## src/rtl/seven_segment_capture.sv

```systemverilog
// seven_segment_capture: receive side of a time-multiplexed 4-digit seven-segment bus.
// Samples the active-low anode, segment and dot lines and waits for each anode slot to hold
// steady for STABLE_CYCLES samples. It then decodes the glyph into a per-digit hex register
// and pulses frame_valid once all four digits have been captured.
// Optional feature macro: SEVEN_SEGMENT_DOT_CAPTURE_EN (capture decimal points into dots).
module seven_segment_capture #(
    parameter int unsigned STABLE_CYCLES = 4
) (
    input  logic       clk,
    input  logic       reset,
    input  logic [6:0] seg_in,
    input  logic [3:0] an_in,
    input  logic       dot_in,
    output logic [3:0] num0,
    output logic [3:0] num1,
    output logic [3:0] num2,
    output logic [3:0] num3,
    output logic [3:0] digit_valid,
    output logic [3:0] dots,
    output logic       frame_valid,
    output logic       seg_error,
    output logic       an_error
);

    localparam int unsigned CNT_W = $clog2(STABLE_CYCLES + 1);
    localparam logic [CNT_W-1:0] CNT_MAX = CNT_W'(STABLE_CYCLES);
    localparam logic [3:0] AN_IDLE  = 4'b1111;
    localparam logic [6:0] SEG_IDLE = 7'h7F;

    typedef enum logic [1:0] {IDLE, SETTLE, LATCHED} state_t;

    state_t           state;
    state_t           state_nx;
    logic [3:0]       smp_an;
    logic [6:0]       smp_seg;
    logic [CNT_W-1:0] cnt;
    logic             changed_c;
    logic [3:0]       mask;
    logic [3:0]       num_r [4];
    logic [3:0]       dv_r;

    logic             acc_ok_c;
    logic             acc_bad_seg_c;
    logic             acc_bad_an_c;
    logic [1:0]       idx_c;
    logic [3:0]       val_c;
    logic [3:0]       bit_c;

    // Glyph to hex decode; bit 4 flags a recognised glyph.
    function automatic logic [4:0] decode(input logic [6:0] s);
        case (s)
            7'h40: decode = {1'b1, 4'h0};
            7'h79: decode = {1'b1, 4'h1};
            7'h24: decode = {1'b1, 4'h2};
            7'h30: decode = {1'b1, 4'h3};
            7'h19: decode = {1'b1, 4'h4};
            7'h12: decode = {1'b1, 4'h5};
            7'h02: decode = {1'b1, 4'h6};
            7'h78: decode = {1'b1, 4'h7};
            7'h00: decode = {1'b1, 4'h8};
            7'h10: decode = {1'b1, 4'h9};
            7'h08: decode = {1'b1, 4'hA};
            7'h03: decode = {1'b1, 4'hB};
            7'h46: decode = {1'b1, 4'hC};
            7'h21: decode = {1'b1, 4'hD};
            7'h06: decode = {1'b1, 4'hE};
            7'h0E: decode = {1'b1, 4'hF};
            default: decode = 5'h00;
        endcase
    endfunction

`ifdef SEVEN_SEGMENT_DOT_CAPTURE_EN
    logic smp_dot;
    assign changed_c = (an_in != smp_an) || (seg_in != smp_seg) || (dot_in != smp_dot);
`else
    logic unused_dot;
    assign unused_dot = dot_in;
    assign changed_c  = (an_in != smp_an) || (seg_in != smp_seg);
`endif

    // Input sampling and saturating run-length counter of identical samples.
    always_ff @(posedge clk) begin
        if (reset) begin
            smp_an  <= AN_IDLE;
            smp_seg <= SEG_IDLE;
            cnt     <= '0;
`ifdef SEVEN_SEGMENT_DOT_CAPTURE_EN
            smp_dot <= 1'b1;
`endif
        end else begin
            smp_an  <= an_in;
            smp_seg <= seg_in;
`ifdef SEVEN_SEGMENT_DOT_CAPTURE_EN
            smp_dot <= dot_in;
`endif
            if (changed_c)
                cnt <= CNT_W'(1);
            else if (cnt != CNT_MAX)
                cnt <= cnt + CNT_W'(1);
        end
    end

    // FSM state register.
    always_ff @(posedge clk) begin
        if (reset) state <= IDLE;
        else       state <= state_nx;
    end

    // Next-state logic: a slot settles, latches once, and restarts on any change.
    always_comb begin
        state_nx = state;
        case (state)
            IDLE:    if (an_in != AN_IDLE) state_nx = SETTLE;
            SETTLE: begin
                if (an_in == AN_IDLE)    state_nx = IDLE;
                else if (changed_c)      state_nx = SETTLE;
                else if (cnt == CNT_MAX) state_nx = LATCHED;
            end
            LATCHED: if (changed_c) state_nx = (an_in == AN_IDLE) ? IDLE : SETTLE;
            default: state_nx = IDLE;
        endcase
    end

    // Accept classification for the sample that just became stable.
    always_comb begin
        logic       accept;
        logic       one_hot;
        logic [4:0] dec;
        accept        = (state == SETTLE) && (cnt == CNT_MAX) && (smp_an != AN_IDLE);
        one_hot       = 1'b1;
        idx_c         = 2'd0;
        case (smp_an)
            4'b0111: idx_c = 2'd0;
            4'b1011: idx_c = 2'd1;
            4'b1101: idx_c = 2'd2;
            4'b1110: idx_c = 2'd3;
            default: one_hot = 1'b0;
        endcase
        dec           = decode(smp_seg);
        val_c         = dec[3:0];
        bit_c         = 4'b0001 << idx_c;
        acc_ok_c      = accept && one_hot && dec[4];
        acc_bad_seg_c = accept && one_hot && !dec[4];
        acc_bad_an_c  = accept && !one_hot;
    end

    // Digit registers, frame mask and one-cycle status pulses.
    always_ff @(posedge clk) begin
        if (reset) begin
            for (int i = 0; i < 4; i++) num_r[i] <= 4'h0;
            dv_r        <= 4'b0000;
            mask        <= 4'b0000;
            frame_valid <= 1'b0;
            seg_error   <= 1'b0;
            an_error    <= 1'b0;
        end else begin
            frame_valid <= 1'b0;
            seg_error   <= 1'b0;
            an_error    <= 1'b0;
            if (acc_ok_c) begin
                num_r[idx_c]      <= val_c;
                dv_r[idx_c]       <= 1'b1;
                if ((mask | bit_c) == 4'b1111) begin
                    frame_valid <= 1'b1;
                    mask        <= 4'b0000;
                end else begin
                    mask <= mask | bit_c;
                end
            end else if (acc_bad_seg_c) begin
                seg_error   <= 1'b1;
                dv_r[idx_c] <= 1'b0;
            end else if (acc_bad_an_c) begin
                an_error <= 1'b1;
            end
        end
    end

`ifdef SEVEN_SEGMENT_DOT_CAPTURE_EN
    logic [3:0] dots_r;

    // Decimal point capture alongside each valid digit accept.
    always_ff @(posedge clk) begin
        if (reset)         dots_r        <= 4'b0000;
        else if (acc_ok_c) dots_r[idx_c] <= ~smp_dot;
    end
    assign dots = dots_r;
`else
    assign dots = 4'b0000;
`endif

    assign num0        = num_r[0];
    assign num1        = num_r[1];
    assign num2        = num_r[2];
    assign num3        = num_r[3];
    assign digit_valid = dv_r;

endmodule

```

## config.mk

```make
export PLATFORM = sky130hd
export DESIGN_NAME = seven_segment_capture
export DESIGN_NICKNAME = d
export VERILOG_FILES = /design/src/rtl/seven_segment_capture.sv
export SDC_FILE = /design/constraint.sdc
export NUM_CORES = 1
export LEC_CHECK = 0
export BUFFER_PORTS_ARGS = -buffer_cell sky130_fd_sc_hd__buf_2
export CORE_UTILIZATION = 60
export CTS_CLUSTER_DIAMETER = 80
export DETAILED_ROUTE_END_ITERATION = 12
export HOLD_SLACK_MARGIN = 0.02
export MAX_ROUTING_LAYER = met4
export PLACE_DENSITY = 0.82
export SYNTH_ARGS = -nofsm -noshare
export SYNTH_HDL_FRONTEND = slang
export SYNTH_SLANG_ARGS = --single-unit
```

## constraint.sdc

```tcl
create_clock -name clk -period 3.74 [get_ports clk]
set_input_delay 0.561 -clock clk [delete_from_list [all_inputs] [get_ports clk]]
set_output_delay 0.561 -clock clk [all_outputs]
set_load 0.005 [all_outputs]
```

==> results of run 1 <==
[critical path, stage by stage (launching register included)]
cell,delay (ps)
dfxtp_1,610
nor3b_1,390
nand3_1,170
nand4_1,310
nor2_2,140
o31ai_1,590
[registers in the layout, indices dropped and copies added, names as in the netlist, named ones only]
register     flops
mask             4
state            2
cnt              3
an_error         1
seg_error        1
smp_seg          7
frame_valid      1
smp_an           4
num_r           16
[worst min path at each step]
stage	end	slack, ps	from
global placement	cnt[1]	470	cnt[1]
detailed placement	mask[1]	490	mask[1]
CTS	smp_seg[6]	480	seg_in[6]
finish	smp_seg[0]	480	seg_in[0]
floorplan	cnt[1]	460	cnt[1]
global route	smp_seg[6]	480	seg_in[6]
[logic make-up after synthesis]
family / Yosys count / synth area share
DFF: 43 / 0.4368
AOI/OAI and AO/OA: 54 / 0.1911
buffers and inverters: 31 / 0.06959
other: 1 / 0.001604
adders and majority gates: 2 / 0.01070
and+or+nand+nor: 95 / 0.2339
xor gates and xnor gates: 15 / 0.05621
[where the power goes]
| group | switching [mW] | internal [mW] | total [mW] |
|---|---|---|---|
| logic | 0.0425 | 0.0376 | 0.0802 |
| registers | 0.0254 | 0.498 | 0.523 |
| clock network | 0.152 | 0.200 | 0.352 |
| total | 0.220 | 0.735 | 0.956 |
[cell type report]
cell class	count	area, sq um
multi-input combinational	170	1165
fill	311	1109
sequential	43	1021
timing repair buffer	35	175.2
clock buffer	7	76.32
tap	48	60.06
inverter	14	52.55
clock inverter	1	30.03
[cell usage after synthesis, types with 4 or more instances]
| master | number |
|---|---|
| a211oi_1 | 5 |
| a21oi_1 | 8 |
| buf_2 | 4 |
| buf_4 | 11 |
| dfxtp_1 | 27 |
| edfxtp_1 | 16 |
| inv_1 | 13 |
| nand2_1 | 17 |
| nand3_1 | 6 |
| nand4_1 | 6 |
| nor2_1 | 23 |
| nor3_1 | 9 |
| o21ai_0 | 6 |
| or2_2 | 11 |
| xnor2_1 | 13 |
[metal layers]
metal,global-route usage,vias to the layer above
li1,-,919
met1,0.2947,896
met2,0.4447,65
met3,0.05634,12
met4,0.1333,0
met5,-,-
[stage by stage]
step | power, mW | utilization | hold WS, ps | cells | area [sq um]
finish | 0.9555 | 0.6995 | 480.2 | 318 | 2580
global route | 0.9870 | 0.6995 | 479.7 | 318 | 2580
CTS | 0.9583 | 0.6995 | 477.2 | 318 | 2580
detailed placement | 0.6125 | 0.6706 | 489.7 | 310 | 2474
global placement | 0.6089 | 0.6706 | 471.8 | 310 | 2474
floorplan | 0.5930 | - | 459.8 | 244 | 2349
==> results.sh, run 1 <==
export IMPL_status="finished, final reports clean"
export IMPL_via_per_inst=5.950
export IMPL_tightest_slew_ps=656.6
export IMPL_yosys_warnings=0
export IMPL_critPathCaptureType="flip-flop"
export IMPL_diodes=0
export IMPL_peakVddDrop_v=0.0002612
export IMPL_initial_core_util=0.6336
export IMPL_r2r_setup_slack_ps=1180
export IMPL_ys_dominant_reg_cell="dfxtp_1"
export IMPL_min_period_ps=2564
export IMPL_worst_ep_arrival_time_ps=2500
export IMPL_wl_met2_mm=2.420
export IMPL_critPathRequiredTime_ps=3680
export IMPL_synth_area_leaders="dfxtp_1 (23%), edfxtp_1 (21%), xnor2_1 (4.9%), nor2_1 (3.7%), buf_4 (3.5%)"
export IMPL_wl_mm=4.790
export IMPL_clockBufferDepth=2
export IMPL_rsz0062_at_grt="no"
export IMPL_dieArea_sq_um=4149
export IMPL_cts_made_buffers=5
export IMPL_synth_top_area_frac=0.2313
export IMPL_synth_edff_count=16
export IMPL_clk_latency_ps=300
export IMPL_r2r_cells=5
export IMPL_rows=22
export IMPL_cts_tree="yes"
export IMPL_fmax_mhz=390.0
export IMPL_holdBufCountCts=0
export IMPL_dp_hpwl_mm=3.448
export IMPL_drive_above_1_share=0.2556
export IMPL_synth_distinct_cells=59
export IMPL_port_buffers=35
export IMPL_synth_seq_cells=43
export IMPL_setup_viol=0
export IMPL_final_cell_mix="buf_2 (35), dfxtp_1 (27), nor2_1 (23)"
export IMPL_grt_ovfl_total=0
export IMPL_htree_levels=2
export IMPL_crit_path_end="num_r[1][3]"
export IMPL_fin_crit_sh=0.6856
export IMPL_syn2layout_area_growth_pct=10.39
export IMPL_clk_pin_slew_ps=80
export IMPL_met1_length_mm=1.971
export IMPL_cts_resized=0
export IMPL_startpoint="smp_seg[5]"
export IMPL_leakage_nw=1.010
export IMPL_max_slew_margin=0.5596
export IMPL_drt_pass1_iterations=4
export IMPL_root_buffer="clkbuf_8"
export IMPL_holdPathStages=2
export IMPL_place_ws_ps=1208
export IMPL_seq_area_frac_synth=0.4368
export IMPL_clock_skew_final_ps=5.645
export IMPL_core_area_sq_um=3689
export IMPL_wl_met3_um=287
export IMPL_grt_pass1_wl_mm=8.045
export IMPL_cts_setup_buffers=0
export IMPL_yosysTopAreaCell="dfxtp_1"
export IMPL_grt_pass1_vias=1767
export IMPL_wl_per_cell_um=15.06
export IMPL_worst_path_max_fanout=14
export IMPL_hold_viol=0
export IMPL_avgSynthCellArea_sq_um=9.698
export IMPL_cts_sinks=43
export IMPL_place_congestion=0.8418
export IMPL_cp_start_kind="flip-flop"
export IMPL_syn_instance_count=241
export IMPL_antenna_found_initial=0
export IMPL_vias=1892
export IMPL_grt_max_degree=22
export IMPL_finalNetCount=285
export IMPL_worstHoldPathType="input pin to flip-flop"
export IMPL_ant_nets=0
export IMPL_first_iter_violations=157
export IMPL_die_height_um=64.42
export IMPL_top_layer="met4"
export IMPL_maxSlewViolCount=0
export IMPL_die_w_um=64.42
export IMPL_postLayoutSetupSlackWorst_ps=1176
export IMPL_r2r_start="smp_seg[5]"
export IMPL_layout_commonest_cell="buf_2"
export IMPL_drc=0
export IMPL_fin_tns_setup_ps=0
export IMPL_ios=41
export IMPL_synth_area_sq_um=2337
export IMPL_reg2reg_to="num_r[1][3]"
export IMPL_power_density_nw_per_um2=370.4
export IMPL_async_reset_ff_frac=0
export IMPL_cap_violations=0
export IMPL_track_usage=0.2637
export IMPL_path_class="flip-flop to flip-flop"
No activity file was read; power rests on OpenSTA's default activity.
==> run 2, diff against run 1 <==
--- a/config.mk
+++ b/config.mk
@@ -5,13 +5,14 @@
 export SDC_FILE = /design/constraint.sdc
 export NUM_CORES = 1
 export LEC_CHECK = 0
+export ABC_AREA = 1
 export BUFFER_PORTS_ARGS = -buffer_cell sky130_fd_sc_hd__buf_2
-export CORE_UTILIZATION = 60
+export CORE_UTILIZATION = 50
 export CTS_CLUSTER_DIAMETER = 80
 export DETAILED_ROUTE_END_ITERATION = 12
 export HOLD_SLACK_MARGIN = 0.02
 export MAX_ROUTING_LAYER = met4
-export PLACE_DENSITY = 0.82
+export PLACE_DENSITY = 0.72
 export SYNTH_ARGS = -nofsm -noshare
 export SYNTH_HDL_FRONTEND = slang
 export SYNTH_SLANG_ARGS = --single-unit
==> constraint.sdc (replaced) <==
create_clock -name clk -period 2.3 [get_ports clk]
set_input_delay 0.345 -clock clk [delete_from_list [all_inputs] [get_ports clk]]
set_output_delay 0.345 -clock clk [all_outputs]
set_load 0.005 [all_outputs]
==> run 2 against run 1 <==
Net effect: worst hold slack worse by 230 ps; setup slack worse by 880 ps; maximum frequency up 28%; final cell count up 25%; cell area up 6.8%; power up 64%; routed wire length down 7.1%; sequential share of layout area down 2.5 points; non-clock buffer count up 4; synthesized cell count up 26%; global-route usage down 6.3 points; largest power group unchanged.
==> results.sh, run 2 <==
export IMPL_clockBufferDepth=2
export IMPL_leakage_nw=1.426
export IMPL_top_register="num_r"
export IMPL_place_congestion=0.8850
export IMPL_drc=0
export IMPL_track_usage=0.2009
export IMPL_via_per_inst=4.884
export IMPL_cap_violations=0
export IMPL_cp_start_kind="flip-flop"
export IMPL_worst_ep_arrival_time_ps=2020
export IMPL_avgSynthCellArea_sq_um=7.976
export IMPL_path_class="flip-flop to flip-flop"
export IMPL_hold_viol=0
export IMPL_syn_instance_count=304
export IMPL_reg_largest_list="num_r: 16 flops, smp_seg: 7 flops"
export IMPL_ys_dominant_reg_cell="dfxtp_1"
export IMPL_status="finished, final reports clean"
export IMPL_holdPathStages=3
export IMPL_power_density_nw_per_um2=567.9
export IMPL_diodes=0
export IMPL_final_fill_count=417
export IMPL_finalPower_mw=1.565
export IMPL_finalNetCount=361
export IMPL_hold_path_end="smp_seg[5]"
export IMPL_yosysMostFrequentCell="nand2_1"
export IMPL_worstHoldPathType="input pin to flip-flop"
export IMPL_fin_tns_setup_ps=0
export IMPL_ant_nets=0
export IMPL_cts_tree="yes"
export IMPL_rsz0062_at_grt="no"
export IMPL_synth_area_sq_um=2425
export IMPL_clk_latency_ps=300
export IMPL_htree_levels=2
export IMPL_cts_made_buffers=5
export IMPL_maxSlewViolCount=0
export IMPL_antenna_found_initial=0
export IMPL_reg2reg_to="num_r[1][0]"
export IMPL_critPathRequiredTime_ps=2320
export IMPL_first_iter_violations=118
export IMPL_fmax_mhz=500.0
export IMPL_min_from="seg_in[5]"
export IMPL_yosysTopAreaCell="dfxtp_1"
export IMPL_seq_area_frac_synth=0.4211
export IMPL_synth_seq_cells=43
export IMPL_grt_max_degree=14
export IMPL_root_buffer="clkbuf_8"
export IMPL_syn2layout_area_growth_pct=13.67
export IMPL_dieArea_sq_um=5132
export IMPL_die_w_um=71.64
export IMPL_die_height_um=71.64
export IMPL_yosys_warnings=0
export IMPL_worst_path_max_fanout=8
export IMPL_drive_above_1_share=0.2832
export IMPL_cts_resized=0
export IMPL_peakVddDrop_v=0.0002748
export IMPL_fin_crit_sh=0.8696
export IMPL_synth_top_area_frac=0.2229
export IMPL_r2r_cells=9
export IMPL_cts_setup_buffers=0
export IMPL_r2r_setup_slack_ps=300
export IMPL_clk_pin_slew_ps=80
export IMPL_rows=24
export IMPL_layout_commonest_cell="nand2_1"
export IMPL_largest_reg_flops=16
export IMPL_core_area_sq_um=4504
export IMPL_vias=1944
export IMPL_port_buffers=35
export IMPL_drt_pass1_iterations=4
export IMPL_ios=41
export IMPL_setup_viol=0
export IMPL_min_period_ps=2000
export IMPL_grt_pass1_wl_mm=7.824
export IMPL_grt_pass1_vias=1792
export IMPL_critPathCaptureType="flip-flop"
export IMPL_r2r_start="smp_seg[6]"
export IMPL_synth_edff_count=16
export IMPL_synthTopCellsByCount="nand2_1 (74), inv_1 (38), nor2_1 (31), dfxtp_1 (27), nand3_1 (18)"
export IMPL_synth_area_leaders="dfxtp_1 (22%), edfxtp_1 (20%), nand2_1 (11%), inv_1 (5.9%), nor2_1 (4.8%)"
export IMPL_clock_skew_final_ps=4.362
export IMPL_grt_ovfl_total=0
export IMPL_holdBufCountCts=0
export IMPL_synth_distinct_cells=38
export IMPL_final_cell_mix="nand2_1 (74), inv_1 (38), buf_2 (35)"
export IMPL_initial_core_util=0.5383
export IMPL_cts_sinks=43
export IMPL_wl_mm=4.452
export IMPL_wl_per_cell_um=11.19
export IMPL_dp_hpwl_mm=3.476
export IMPL_async_reset_ff_frac=0
==> run 2: changes by cell type in the layout (fill, tap and decap cells not counted), moves of 7 or more <==
cell	delta
nor3_1	-7
nand3_1	+12
nand2_1	+57
xnor2_1	-7
nor3_2	+7
inv_1	+25
nor2_1	+8
==> run 2: critical path, stage by stage (launching register included) <==
cell and delay (ps):
dfxtp_1 480, inv_2 100, nor2_1 190, nand4_1 160, o21ai_2 130, nor2_2 70
nand3_4 160, nand2_2 120, o21ai_0 160, buf_4 160
==> run 2: report_power, final <==
part,switching [mW],internal (mW)
registers,0.0212,0.806
logic,0.0965,0.0565
clock network,0.248,0.337
==> run 2: cell type report <==
type	count	area, sq um	area share
Clock buffer	7	80.08	0.02905
Clock inverter	1	30.03	0.01089
Inverter	46	173.9	0.06310
Multi-Input combinational cell	210	1181	0.4285
Sequential cell	43	1021	0.3704
Tap cell	52	65.06	0.02360
Timing Repair Buffer	39	205.2	0.07444
==> run 2: worst max-delay path by stage <==
stage                    start           to  slack [ps]  depth (start not counted)
floorplan               cnt[0]  num_r[1][0]         380                          8
global placement    smp_seg[6]  num_r[2][1]         330                          9
detailed placement      cnt[0]  num_r[0][2]         300                          8
CTS                     cnt[0]  num_r[0][0]         280                          8
global route        smp_seg[5]  num_r[2][0]         140                          9
finish              smp_seg[6]  num_r[1][0]         300                          9
==> run 2: logic make-up after synthesis <==
logic type | after synthesis | synth area share
AND/OR/NAND/NOR | 176 | 0.3917
buffers and inverters | 54 | 0.09649
flip-flops | 43 | 0.4211
AO/OA/AOI/OAI | 21 | 0.05367
XOR/XNOR | 7 | 0.02528
adder cells (fa/ha/maj) | 2 | 0.01032
other | 1 | 0.001547
==> run 2: metrics by stage <==
step / instance area, sq um / hold slack [ps] / setup WS, ps / utilization / cells
finish: 2756 / 247.2 / 299.9 / 0.6119 / 398
global route: 2756 / 261.8 / 135.6 / 0.6119 / 398
CTS: 2756 / 245.0 / 283.6 / 0.6119 / 398
detailed placement: 2646 / 462.0 / 300.7 / 0.5875 / 390
global placement: 2646 / 452.3 / 328.2 / 0.5875 / 390
floorplan: 2436 / 437.9 / 384.7 / - / 307
==> run 2: routing by layer <==
metal,share of wire,track usage,wire length [um]
met1,0.48,0.2498,2123
met2,0.46,0.3208,2070
met3,0.040,0.04360,179
met4,0.018,0.07625,80
met5,0,-,0
